## src/rtl/rr_otf_convert_pkg.sv

```systemverilog
// rtl/rr_otf_convert_pkg.sv - shared widths, FSM state type for the on-the-fly converter
package rr_otf_convert_pkg;

  typedef enum logic {
    ACCUM = 1'b0,
    DONE  = 1'b1
  } state_e;

  function automatic int digit_bits(input int radix);
    return $clog2(radix) + 1;
  endfunction

  function automatic int result_bits(input int radix, input int width);
    return width * $clog2(radix) + 1;
  endfunction

endpackage

```

## src/rtl/rr_otf_convert_if.sv

```systemverilog
// rtl/rr_otf_convert_if.sv - digit-in / word-out handshake bundle (err only with RR_OTF_DIGIT_CHECK_EN)
interface rr_otf_convert_if #(
  parameter int RADIX = 4,
  parameter int WIDTH = 4
);
  localparam int D = rr_otf_convert_pkg::digit_bits(RADIX);
  localparam int B = rr_otf_convert_pkg::result_bits(RADIX, WIDTH);

  logic [D-1:0] d_in;
  logic         d_valid;
  logic         d_ready;
  logic [B-1:0] res;
  logic         res_valid;
  logic         res_ready;
`ifdef RR_OTF_DIGIT_CHECK_EN
  logic         err;

  modport master (output d_in, d_valid, res_ready, input d_ready, res, res_valid, err);
  modport slave  (input d_in, d_valid, res_ready, output d_ready, res, res_valid, err);
`else
  modport master (output d_in, d_valid, res_ready, input d_ready, res, res_valid);
  modport slave  (input d_in, d_valid, res_ready, output d_ready, res, res_valid);
`endif
endinterface

```

## src/rtl/rr_otf_convert_sd_digit_append.sv

```systemverilog
// rtl/rr_otf_convert_sd_digit_append.sv - maps one signed digit to the Q/QM append values and source selects
module rr_otf_convert_sd_digit_append #(
  parameter int RADIX = 4
) (
  input  logic [$clog2(RADIX):0]   d,
  output logic [$clog2(RADIX)-1:0] q_app,
  output logic [$clog2(RADIX)-1:0] qm_app,
  output logic                     q_sel_qm,
  output logic                     qm_sel_q
);
  localparam int K = $clog2(RADIX);

  // RADIX+d and RADIX-1+d reduce mod RADIX to d and d-1, so only a K-bit decrement is needed.
  assign q_app    = d[K-1:0];
  assign qm_app   = d[K-1:0] - {{(K-1){1'b0}}, 1'b1};
  assign q_sel_qm = d[K];
  assign qm_sel_q = !d[K] && (|d);
endmodule

```

## src/rtl/rr_otf_convert.sv

```systemverilog
// rtl/rr_otf_convert.sv - MSDF signed-digit to two's complement converter using the Q/QM pair
// Optional digit legality check under RR_OTF_DIGIT_CHECK_EN.
module rr_otf_convert
  import rr_otf_convert_pkg::*;
#(
  parameter int RADIX = 4,
  parameter int WIDTH = 4
) (
  input logic               clock,
  input logic               reset_n,
  rr_otf_convert_if.slave   io
);
  localparam int K  = $clog2(RADIX);
  localparam int D  = digit_bits(RADIX);
  localparam int B  = result_bits(RADIX, WIDTH);
  localparam int CW = $clog2(WIDTH);

  state_e        state_q, state_d;
  logic [CW-1:0] cnt_q, cnt_d;
  logic [B-1:0]  q_q, q_d;
  logic [B-1:0]  qm_q, qm_d;
  logic [B-1:0]  res_q, res_d;
  logic          res_valid_q, res_valid_d;
  logic          d_ready;
  logic          accept;
  logic          last_digit;
  logic [K-1:0]  q_app, qm_app;
  logic          q_sel_qm, qm_sel_q;
  logic [B-1:0]  q_next, qm_next;

  rr_otf_convert_sd_digit_append #(.RADIX(RADIX)) u_append (
    .d        (io.d_in),
    .q_app    (q_app),
    .qm_app   (qm_app),
    .q_sel_qm (q_sel_qm),
    .qm_sel_q (qm_sel_q)
  );

  assign accept     = io.d_valid && d_ready;
  assign last_digit = (cnt_q == CW'(WIDTH - 1));
  assign q_next     = ((q_sel_qm ? qm_q : q_q) << K) | B'(q_app);
  assign qm_next    = ((qm_sel_q ? q_q : qm_q) << K) | B'(qm_app);

`ifdef RR_OTF_DIGIT_CHECK_EN
  logic err_q, err_d;
  logic illegal;

  assign illegal = accept && (io.d_in == {1'b1, {(D-1){1'b0}}});
  assign io.err  = err_q;

  // Sticky across the word; dropped once the consumer takes the result.
  always_comb begin
    err_d = err_q | illegal;
    if (state_q == DONE && io.res_ready) err_d = 1'b0;
  end

  always_ff @(posedge clock or negedge reset_n) begin
    if (!reset_n) err_q <= 1'b0;
    else          err_q <= err_d;
  end
`endif

  always_ff @(posedge clock or negedge reset_n) begin
    if (!reset_n) begin
      state_q     <= ACCUM;
      cnt_q       <= '0;
      q_q         <= '0;
      qm_q        <= '1;
      res_q       <= '0;
      res_valid_q <= 1'b0;
    end else begin
      state_q     <= state_d;
      cnt_q       <= cnt_d;
      q_q         <= q_d;
      qm_q        <= qm_d;
      res_q       <= res_d;
      res_valid_q <= res_valid_d;
    end
  end

  always_comb begin
    state_d = state_q;
    case (state_q)
      ACCUM:   if (accept && last_digit) state_d = DONE;
      DONE:    if (io.res_ready)         state_d = ACCUM;
      default: state_d = ACCUM;
    endcase
  end

  always_comb begin
    cnt_d       = cnt_q;
    q_d         = q_q;
    qm_d        = qm_q;
    res_d       = res_q;
    res_valid_d = res_valid_q;
    if (accept) begin
      if (last_digit) begin
        res_d       = q_next;
        res_valid_d = 1'b1;
        cnt_d       = '0;
        q_d         = '0;
        qm_d        = '1;
      end else begin
        cnt_d = cnt_q + 1'b1;
        q_d   = q_next;
        qm_d  = qm_next;
      end
    end
    if (state_q == DONE && io.res_ready) res_valid_d = 1'b0;
  end

  // d_ready decodes the state flop only, so res_ready never reaches it combinationally.
  always_comb begin
    d_ready = (state_q == ACCUM);
  end

  assign io.d_ready   = d_ready;
  assign io.res       = res_q;
  assign io.res_valid = res_valid_q;
endmodule

```

## src/flat_wrapper.sv

```systemverilog
// flat-port wrapper written by rule: the top's interface ports become plain ports
module rr_otf_convert_flat import rr_otf_convert_pkg::*;
#(
  parameter int RADIX = 4,
  parameter int WIDTH = 4
)
  (clock, reset_n, io_d_in, io_d_valid, io_res_ready, io_d_ready, io_res, io_res_valid);
  rr_otf_convert_if #(.RADIX(RADIX), .WIDTH(WIDTH)) io_i ();
  input logic clock;
  input logic reset_n;
  input wire logic [$bits(io_i.d_in)-1:0] io_d_in;
  input wire logic [$bits(io_i.d_valid)-1:0] io_d_valid;
  input wire logic [$bits(io_i.res_ready)-1:0] io_res_ready;
  output wire logic [$bits(io_i.d_ready)-1:0] io_d_ready;
  output wire logic [$bits(io_i.res)-1:0] io_res;
  output wire logic [$bits(io_i.res_valid)-1:0] io_res_valid;
  assign io_i.d_in = io_d_in;
  assign io_i.d_valid = io_d_valid;
  assign io_i.res_ready = io_res_ready;
  assign io_d_ready = io_i.d_ready;
  assign io_res = io_i.res;
  assign io_res_valid = io_i.res_valid;
  rr_otf_convert #(.RADIX(RADIX), .WIDTH(WIDTH)) u_core (.clock(clock), .reset_n(reset_n), .io(io_i));
endmodule
```

## config.mk

```make
export PLATFORM = sky130hd
export DESIGN_NAME = rr_otf_convert_flat
export DESIGN_NICKNAME = d
export VERILOG_FILES = /design/src/rtl/rr_otf_convert_pkg.sv /design/src/rtl/rr_otf_convert_if.sv /design/src/rtl/rr_otf_convert_sd_digit_append.sv /design/src/rtl/rr_otf_convert.sv /design/src/flat_wrapper.sv
export SDC_FILE = /design/constraint.sdc
export NUM_CORES = 1
export LEC_CHECK = 0
export BUFFER_PORTS_ARGS = -buffer_cell sky130_fd_sc_hd__buf_2
export CAP_MARGIN = 20
export CORE_UTILIZATION = 50
export CTS_CLUSTER_SIZE = 10
export DETAILED_ROUTE_END_ITERATION = 12
export PLACE_DENSITY = 0.8
export RECOVER_POWER = 50
export SKIP_CTS_REPAIR_TIMING = 1
export SYNTH_ARGS = -nofsm -noshare
export SYNTH_HDL_FRONTEND = slang
export SYNTH_SLANG_ARGS = --single-unit
```

## constraint.sdc

```tcl
create_clock -name clock -period 1.5 [get_ports clock]
set_input_delay 0.15 -clock clock [delete_from_list [all_inputs] [get_ports clock]]
set_output_delay 0.15 -clock clock [all_outputs]
set_load 0.03 [all_outputs]
```

### Word level (Yosys, flattened, before mapping)

Index checks and enable logic that the tools add are counted.

| word-level totals | value |
|---|---|
| register bits after elaboration | 27 |
| latch bits | 0 |
| memory bits (writable) | 0 |
| memory bits (read-only) | 0 |
| input port bits | 7 |
| output and inout bits | 11 |
| logic and storage cells | 33 |
| memories | 0 |

| cells by class | value |
|---|---|
| $add $sub $neg | 2 |
| $mul | 0 |
| div/mod/pow operators | 0 |
| magnitude comparators | 0 |
| eq/ne operators | 1 |
| shift-type cells | 0 |
| muxes and demuxes | 11 |
| bitwise logic cells | 3 |
| reductions and logical operators | 10 |

Operator list:

| kind | count |
|---|---|
| 2-to-1 mux 7 bit | 3 |
| bitwise OR 9 x 2 -> 9 bit | 1 |
| bitwise OR 7 x 2 -> 7 bit | 1 |
| 2-to-1 mux 1 bit | 5 |
| 2-to-1 mux 5 bit | 1 |
| logical AND 1 bit | 4 |
| AND reduction 2 bit | 2 |
| nonzero test 2 bit | 2 |
| OR reduction 3 bit | 1 |
| adder 2 x 1 -> 2 bit, second input constant | 1 |
| == test 2 bit, second input constant | 1 |
| 2-to-1 mux 2 bit | 1 |
| case mux 1 bit (2 select lines) | 1 |
| subtractor 2 x 1 -> 2 bit, second input constant | 1 |
| zero test 1 bit | 1 |
| NOT 1 bit | 1 |

### Logic depth before layout (Yosys ltp)

Gate-level depths: netlist of run 1.

| logic depth | value |
|---|---|
| word-level depth | 5 |
| mapped depth | 5 |

### By module

From an unflattened synthesis of run 1, not the netlist that was laid out.

| second synthesis, totals | value |
|---|---|
| cell total of the unflattened synthesis | 95 |
| area, all modules | 1282.5 um^2 |

Modules (own cells, without submodules):

| module | times used | cells each | area each (um^2) | seq. area each (um^2) |
|---|---|---|---|---|
| rr_otf_convert | 1 | 87 | 1232.4 | 684.4 |
| rr_otf_convert_sd_digit_append | 1 | 8 | 50.0 | 0.0 |

### Least setup slack after synthesis of run 1

Ideal clock, no wire load.

| path | value |
|---|---|
| path type | register to register |
| from | register u_core.cnt_q[0] |
| to | register u_core.qm_q[2] |
| arrival time | 1475 ps |
| required time | 1417 ps |
| path slack | -58 ps |
| stages on the path, launching flop included | 5 |
| buffers on the path | 1 |
| clock period less this slack | 1558 ps |
| path through | dfrtp_1 -> ha_1 -> or3b_1 -> buf_6 -> o32a_1 |

| between the ends | value |
|---|---|
| cells in the longest elaborated chain, start to end | 2 |

Ends and longest elaborated chain:

| what | line | RTL |
|---|---|---|
| from (decl) | rr_otf_convert.sv:19 | `logic [CW-1:0] cnt_q, cnt_d;` |
| from (signal assigned) | rr_otf_convert.sv:73 | `cnt_q <= cnt_d;` |
| == test 2 bit | rr_otf_convert.sv:40 | `assign last_digit = (cnt_q == CW'(WIDTH - 1));` |
| 2-to-1 mux 7 bit | rr_otf_convert.sv:97 | `if (last_digit) begin` |
| to (signal assigned) | rr_otf_convert.sv:75 | `qm_q <= qm_d;` |
| to (decl) | rr_otf_convert.sv:21 | `logic [B-1:0] qm_q, qm_d;` |

Every way passes these cells.
A chain may end at the register's enable or synchronous reset.

### Worst setup path after layout of run 1

| path | value |
|---|---|
| from | register u_core.cnt_q[1] |
| to | register u_core.qm_q[2] |

Same word-level chain as after synthesis.

==> reports/results.ini, run 1 <==
[cells_and_area]
layout_common_cells=sky130_fd_sc_hd__dfrtp_1 (20), sky130_fd_sc_hd__mux2_2 (14), sky130_fd_sc_hd__buf_2 (13)
drive_above_1_share_pct=39.7
layout-area-overhead-vs-synth_pct=14.1
finalNetCount=132
num_antenna_cells=0
commonest_non_fill_non_tap_cell_in_the_layout=sky130_fd_sc_hd__dfrtp_1
num-fill-cells=201
final_core_util_pct=63.0

[min_path]
worstHoldEndpoint=u_core.io.res[1]
hold_path_class=in2reg
holdPathStages=2
hold_path.startpoint=io_d_in[1]

[global_routing]
maximum_number_of_pins_on_one_net_before_global_route_repair=28
grt_antenna_before_repair=0
grt_overflow=0
grt_pass1_vias=831
grt_first_pass_wirelength_mm=3.86
grt.total_usage_pct=20.2

[synth]
synthCells=98
syn-mean-instance-area_um2=13.1
syn-num-nets=108
postSynth.topFlopCell=sky130_fd_sc_hd__dfrtp_1
count_of_cell_types_in_the_netlist=23
synth_enable_flop_cells=0
yosys_warnings=0
mappedNetlistArea_um2=1280
synth.ff_latch_count=27
synth.yosys.seq_area_share_pct=53.5
postSynth.asyncResetShare_pct=100

[placed_design]
gpl_wtd_cong=0.798
dp_hpwl_mm=1.60
numPortBuffers=17

[pwr]
power.share.switching_pct=38.6
finalPower_mw=3.09
seq_power_share_pct=44.8
power.combinational.fraction_pct=44.9
intPower_mw=1.90
p_leak_nw=0.656
power.net_switching_mw=1.19
share_clk_of_total_power_pct=10.3
power.density_nw_per_um2=2120
ir_drop_uv=1250

[cts]
clk_pin_slew_worst_paths_ns=0.15
root_buffer=sky130_fd_sc_hd__clkbuf_4
cts_buffer_count=3
clk-insertion-delay-late_ns=0.32
tritoncts=built
cts_buffer_depth=2
numClockSinks=27
ctsHtreeMaxLevel=1

[critical_path]
setup.worst_path.start_class=register
arrival_ns=1.73
depth_of_the_most_critical_reg_to_reg_path=3
regToRegSetupSlack_ns=0.04
end_kind=register
critical_path_class=reg2reg
cp.required_ns=1.77
critical_register_to_register_path_endpoint=u_core.qm_q[2]
worst-path-max-fanout=7
rr_startpoint=u_core.cnt_q[1]

[timing]
timing_worst_slew_pin_value_ns=0.639
fin_skew_ns=0.00196
setup_viol_count_final=0
timing.hold.ws_ns=0.0774
max_freq_ghz=0.684
finalHoldViolCount=0
period_share_pct=97.5
fin_crit_ns=1.46
max-slew-margin-rel_pct=57.4
rsz0062_at_grt=yes
slew_viol_final=0

[floorplanning]
die_w_um=52.6
floorplan.io_pins=18
design.core.area_um2=2320
die_h_um=52.6
std_cell_rows=17
floorplan.initialDensity_pct=55.2
design.die.area_um2=2770

[detailed_routing]
detail_routed_via_count_per_cell=5.48
route.antenna.remaining_nets=0
wl_per_cell_um=15.3
drc=0
drt_wl_total_mm=2.28
drtPass1Iterations=4
drt-initial-drc-count=5
num_vias=816

[outcome]
status=completed

[flow_run]
max_cap_viol_count=0

## synthesized netlist by cell type (2+ instances only)
| library cell | n | area, µm² |
|---|---|---|
| sky130_fd_sc_hd__mux2i_1 | 8 | 80.1 |
| sky130_fd_sc_hd__dfstp_2 | 7 | 184 |
| sky130_fd_sc_hd__nor3b_1 | 6 | 45.0 |
| sky130_fd_sc_hd__o21a_1 | 5 | 37.5 |
| sky130_fd_sc_hd__buf_2 | 4 | 20.0 |
| sky130_fd_sc_hd__inv_1 | 7 | 26.3 |
| sky130_fd_sc_hd__a22o_1 | 2 | 17.5 |
| sky130_fd_sc_hd__mux2_2 | 14 | 158 |
| sky130_fd_sc_hd__ha_1 | 3 | 37.5 |
| sky130_fd_sc_hd__o32a_1 | 5 | 50.1 |
| sky130_fd_sc_hd__and2b_1 | 2 | 15.0 |
| sky130_fd_sc_hd__o2bb2ai_1 | 4 | 35.0 |
| sky130_fd_sc_hd__dfrtp_1 | 20 | 500 |
| sky130_fd_sc_hd__nand2b_1 | 2 | 12.5 |
## registers in the layout (all words and copies together), names as in the netlist
name,cells
u_core.qm_q,7
u_core.io.res_valid,1
u_core.q_q,7
u_core.io.res,9
u_core.state_q,1
u_core.cnt_q,2
## stage by stage
stage | TNS, ns | area, µm² | worst slack [ns] | cells
2_1_floorplan | 0 | 1280 | 0.0145 | 98
3_3_place_gp | 0 | 1410 | 0.0193 | 143
3_5_place_dp | -0.0836 | 1410 | -0.0219 | 143
4_1_cts | -0.170 | 1440 | -0.0376 | 147
5_1_grt | -0.00493 | 1460 | -0.00458 | 149
6_report | 0 | 1460 | 0.0377 | 149
## layout make-up
| type | instances | area (µm²) | area share [%] |
|---|---|---|---|
| flip-flops and latches | 27 | 684 | 46.9 |
| multi-input cells | 58 | 541 | 37.0 |
| repair buffers | 25 | 146 | 10.0 |
| well taps | 28 | 35.0 | 2.40 |
| inverters | 7 | 26.3 | 1.80 |
| clock buffers | 3 | 22.5 | 1.54 |
| clock inverters | 1 | 5.00 | 0.343 |
## power by group through the flow
stage,logic [mW],clock network [mW],registers (mW)
2_1_floorplan,0.778,0,1.62
3_3_place_gp,1.36,0,1.37
3_5_place_dp,1.40,0,1.40
4_1_cts,1.40,0.323,1.38
5_1_grt,1.51,0.354,1.44
6_report,1.39,0.318,1.39
## critical path: stages, from the launching register on
cell and delay [ns]:
sky130_fd_sc_hd__dfrtp_1 0.43, sky130_fd_sc_hd__ha_2 0.20, sky130_fd_sc_hd__or3b_4 0.42, sky130_fd_sc_hd__o32a_1 0.36
## cells by family after synthesis
family | Yosys count | share of synthesized area [%]
AO/OA/AOI/OAI | 17 | 11.5
adder cells (fa/ha/maj) | 3 | 2.93
multiplexers | 22 | 18.6
buffers and inverters | 13 | 4.79
flip-flops | 27 | 53.5
AND/OR/NAND/NOR | 16 | 8.70
## metal layers
metal | track usage (%) | routed length, µm
met5 | 0 | 0
met4 | 9.21 | 31
met3 | 3.48 | 70
met2 | 31.9 | 1070
met1 | 26.9 | 1110
## worst max-delay path by stage
stage | startpoint | endpoint | depth (start not counted)
2_1_floorplan | u_core.cnt_q[0] | u_core.qm_q[2] | 4
3_3_place_gp | u_core.cnt_q[0] | u_core.qm_q[5] | 3
3_5_place_dp | u_core.cnt_q[0] | u_core.qm_q[4] | 3
4_1_cts | u_core.cnt_q[0] | u_core.qm_q[5] | 3
5_1_grt | u_core.cnt_q[1] | u_core.qm_q[3] | 3
6_report | u_core.cnt_q[1] | u_core.qm_q[2] | 3
Note: power is estimated with default switching activity, not from simulation.
==> inputs of run 2 (changes only) <==
--- a/config.mk
+++ b/config.mk
@@ -11,7 +11,7 @@
 export CTS_CLUSTER_SIZE = 10
 export DETAILED_ROUTE_END_ITERATION = 12
 export PLACE_DENSITY = 0.8
-export RECOVER_POWER = 50
+export RECOVER_POWER = 100
 export SKIP_CTS_REPAIR_TIMING = 1
 export SYNTH_ARGS = -nofsm -noshare
 export SYNTH_HDL_FRONTEND = slang
==> reports/results.ini, run 2 (synthesis gave the netlist of run 1 again) <==
[global_routing]
grt_overflow=0
grt_pass1_vias=831
maximum_number_of_pins_on_one_net_before_global_route_repair=28
grt.total_usage_pct=20.2
grt_antenna_before_repair=0
grt_first_pass_wirelength_mm=3.86

[timing]
finalHoldViolCount=0
fin_crit_ns=1.46
rsz0062_at_grt=yes
slew_viol_final=0
timing_worst_slew_pin_value_ns=0.639
fin_skew_ns=0.00304
max-slew-margin-rel_pct=57.4
max_freq_ghz=0.684
setup_viol_count_final=0
worst_slack_ns=0.0375
period_share_pct=97.5

[floorplanning]
std_cell_rows=17
design.die.area_um2=2770
die_h_um=52.6
die_w_um=52.6
floorplan.io_pins=18
floorplan.initialDensity_pct=55.2
design.core.area_um2=2320

[critical_path]
setup.worst_path.start_class=register
end_kind=register
worst-path-max-fanout=7
critical_path_class=reg2reg
arrival_ns=1.73
cp.required_ns=1.77

[cts]
numClockSinks=27
root_buffer=sky130_fd_sc_hd__clkbuf_4
cts_buffer_count=3
clk-insertion-delay-late_ns=0.32
ctsHtreeMaxLevel=1
clk_pin_slew_worst_paths_ns=0.15
cts_buffer_depth=2
tritoncts=built

[detailed_routing]
drtPass1Iterations=4
detail_routed_via_count_per_cell=5.50
routed.top_layer=met4
routed-wl-met3_um=68
drt-initial-drc-count=1
num_vias=819
wl_per_cell_um=15.3
route.antenna.remaining_nets=0
drc=0
met2WireLength_mm=1.07
drt_wl_total_mm=2.28
wl_met1_mm=1.11

[pwr]
ir_drop_uv=1220
power.density_nw_per_um2=2110
finalPower_mw=3.06
p_leak_nw=0.635

[placed_design]
numPlacedInstances=143
detailedPlace.worstSlack_ns=-0.0219
gpl_wtd_cong=0.798
numPortBuffers=17
dp_hpwl_mm=1.60

[cells_and_area]
multi_input_area_um2=541
layout_common_cells=sky130_fd_sc_hd__dfrtp_1 (20), sky130_fd_sc_hd__mux2_2 (14), sky130_fd_sc_hd__clkbuf_1 (10)
drive_above_1_share_pct=33.9
largest_register_ff_count=9
num_antenna_cells=0
number_of_standard_cells_in_the_final_layout_excluding_fillers=149
num-fill-cells=205
finalNetCount=132
ff_latch_area_um2=684
commonest_non_fill_non_tap_cell_in_the_layout=sky130_fd_sc_hd__dfrtp_1
layout-area-overhead-vs-synth_pct=13.2

[outcome]
status=completed

[flow_run]
max_cap_viol_count=0

[min_path]
hold_path_class=in2reg

[run 2: cell count changes in the layout (fill, tap and decap cells not counted), sizes merged]
| cell | change |
|---|---|
| buf | -8 |
| clkbuf | +8 |
[run 2: routing by layer]
layer  vias to the layer above  global-route usage (%)
met2                        18                    31.9
met1                       400                    26.9
met5                         -                       0
met3                         4                    3.48
met4                         0                    9.21
li1                        397                       -
[run 2: worst max-delay path: stages (launching register included)]
cell                      delay (ns)
sky130_fd_sc_hd__dfrtp_1        0.43
sky130_fd_sc_hd__ha_2           0.20
sky130_fd_sc_hd__or3b_4         0.42
sky130_fd_sc_hd__o32a_1         0.36
[run 2: area by class of cell]
cell class                 count  area share [%]
sequential                    27            47.2
multi-input combinational     58            37.3
timing repair buffer          25            9.33
tap                           28            2.42
inverter                       7            1.81
clock buffer                   3            1.55
clock inverter                 1           0.345
[run 2: final timing paths]
path	startpoint	to	slack (ns)	depth (start not counted)
setup / recovery	u_core.cnt_q[1]	u_core.qm_q[2]	0.04	3
hold / removal	io_d_in[1]	u_core.io.res[1]	0.08	2
setup reg to reg	u_core.cnt_q[1]	u_core.qm_q[2]	0.04	3
hold reg to reg	u_core.q_q[5]	u_core.q_q[5]	0.52	1
max in group asynchronous	reset_n	u_core.io.res_valid	0.74	2
min in group asynchronous	reset_n	u_core.q_q[0]	0.35	2
[run 2: metrics by stage]
step           utilization, %  hold WS, ns  setup TNS, ns  cell area [µm²]
4_1_cts                  62.1       -0.181         -0.170             1440
3_5_place_dp             60.9        0.187        -0.0836             1410
2_1_floorplan               -       -0.146              0             1280
6_report                 62.5       0.0751              0             1450
5_1_grt                  62.5       0.0716       -0.00493             1450
3_3_place_gp             60.9        0.185              0             1410
[run 2: power breakdown]
group	internal (mW)	switching, mW
clock network	0.100	0.218
registers	1.15	0.241
logic	0.620	0.737
total	1.87	1.20
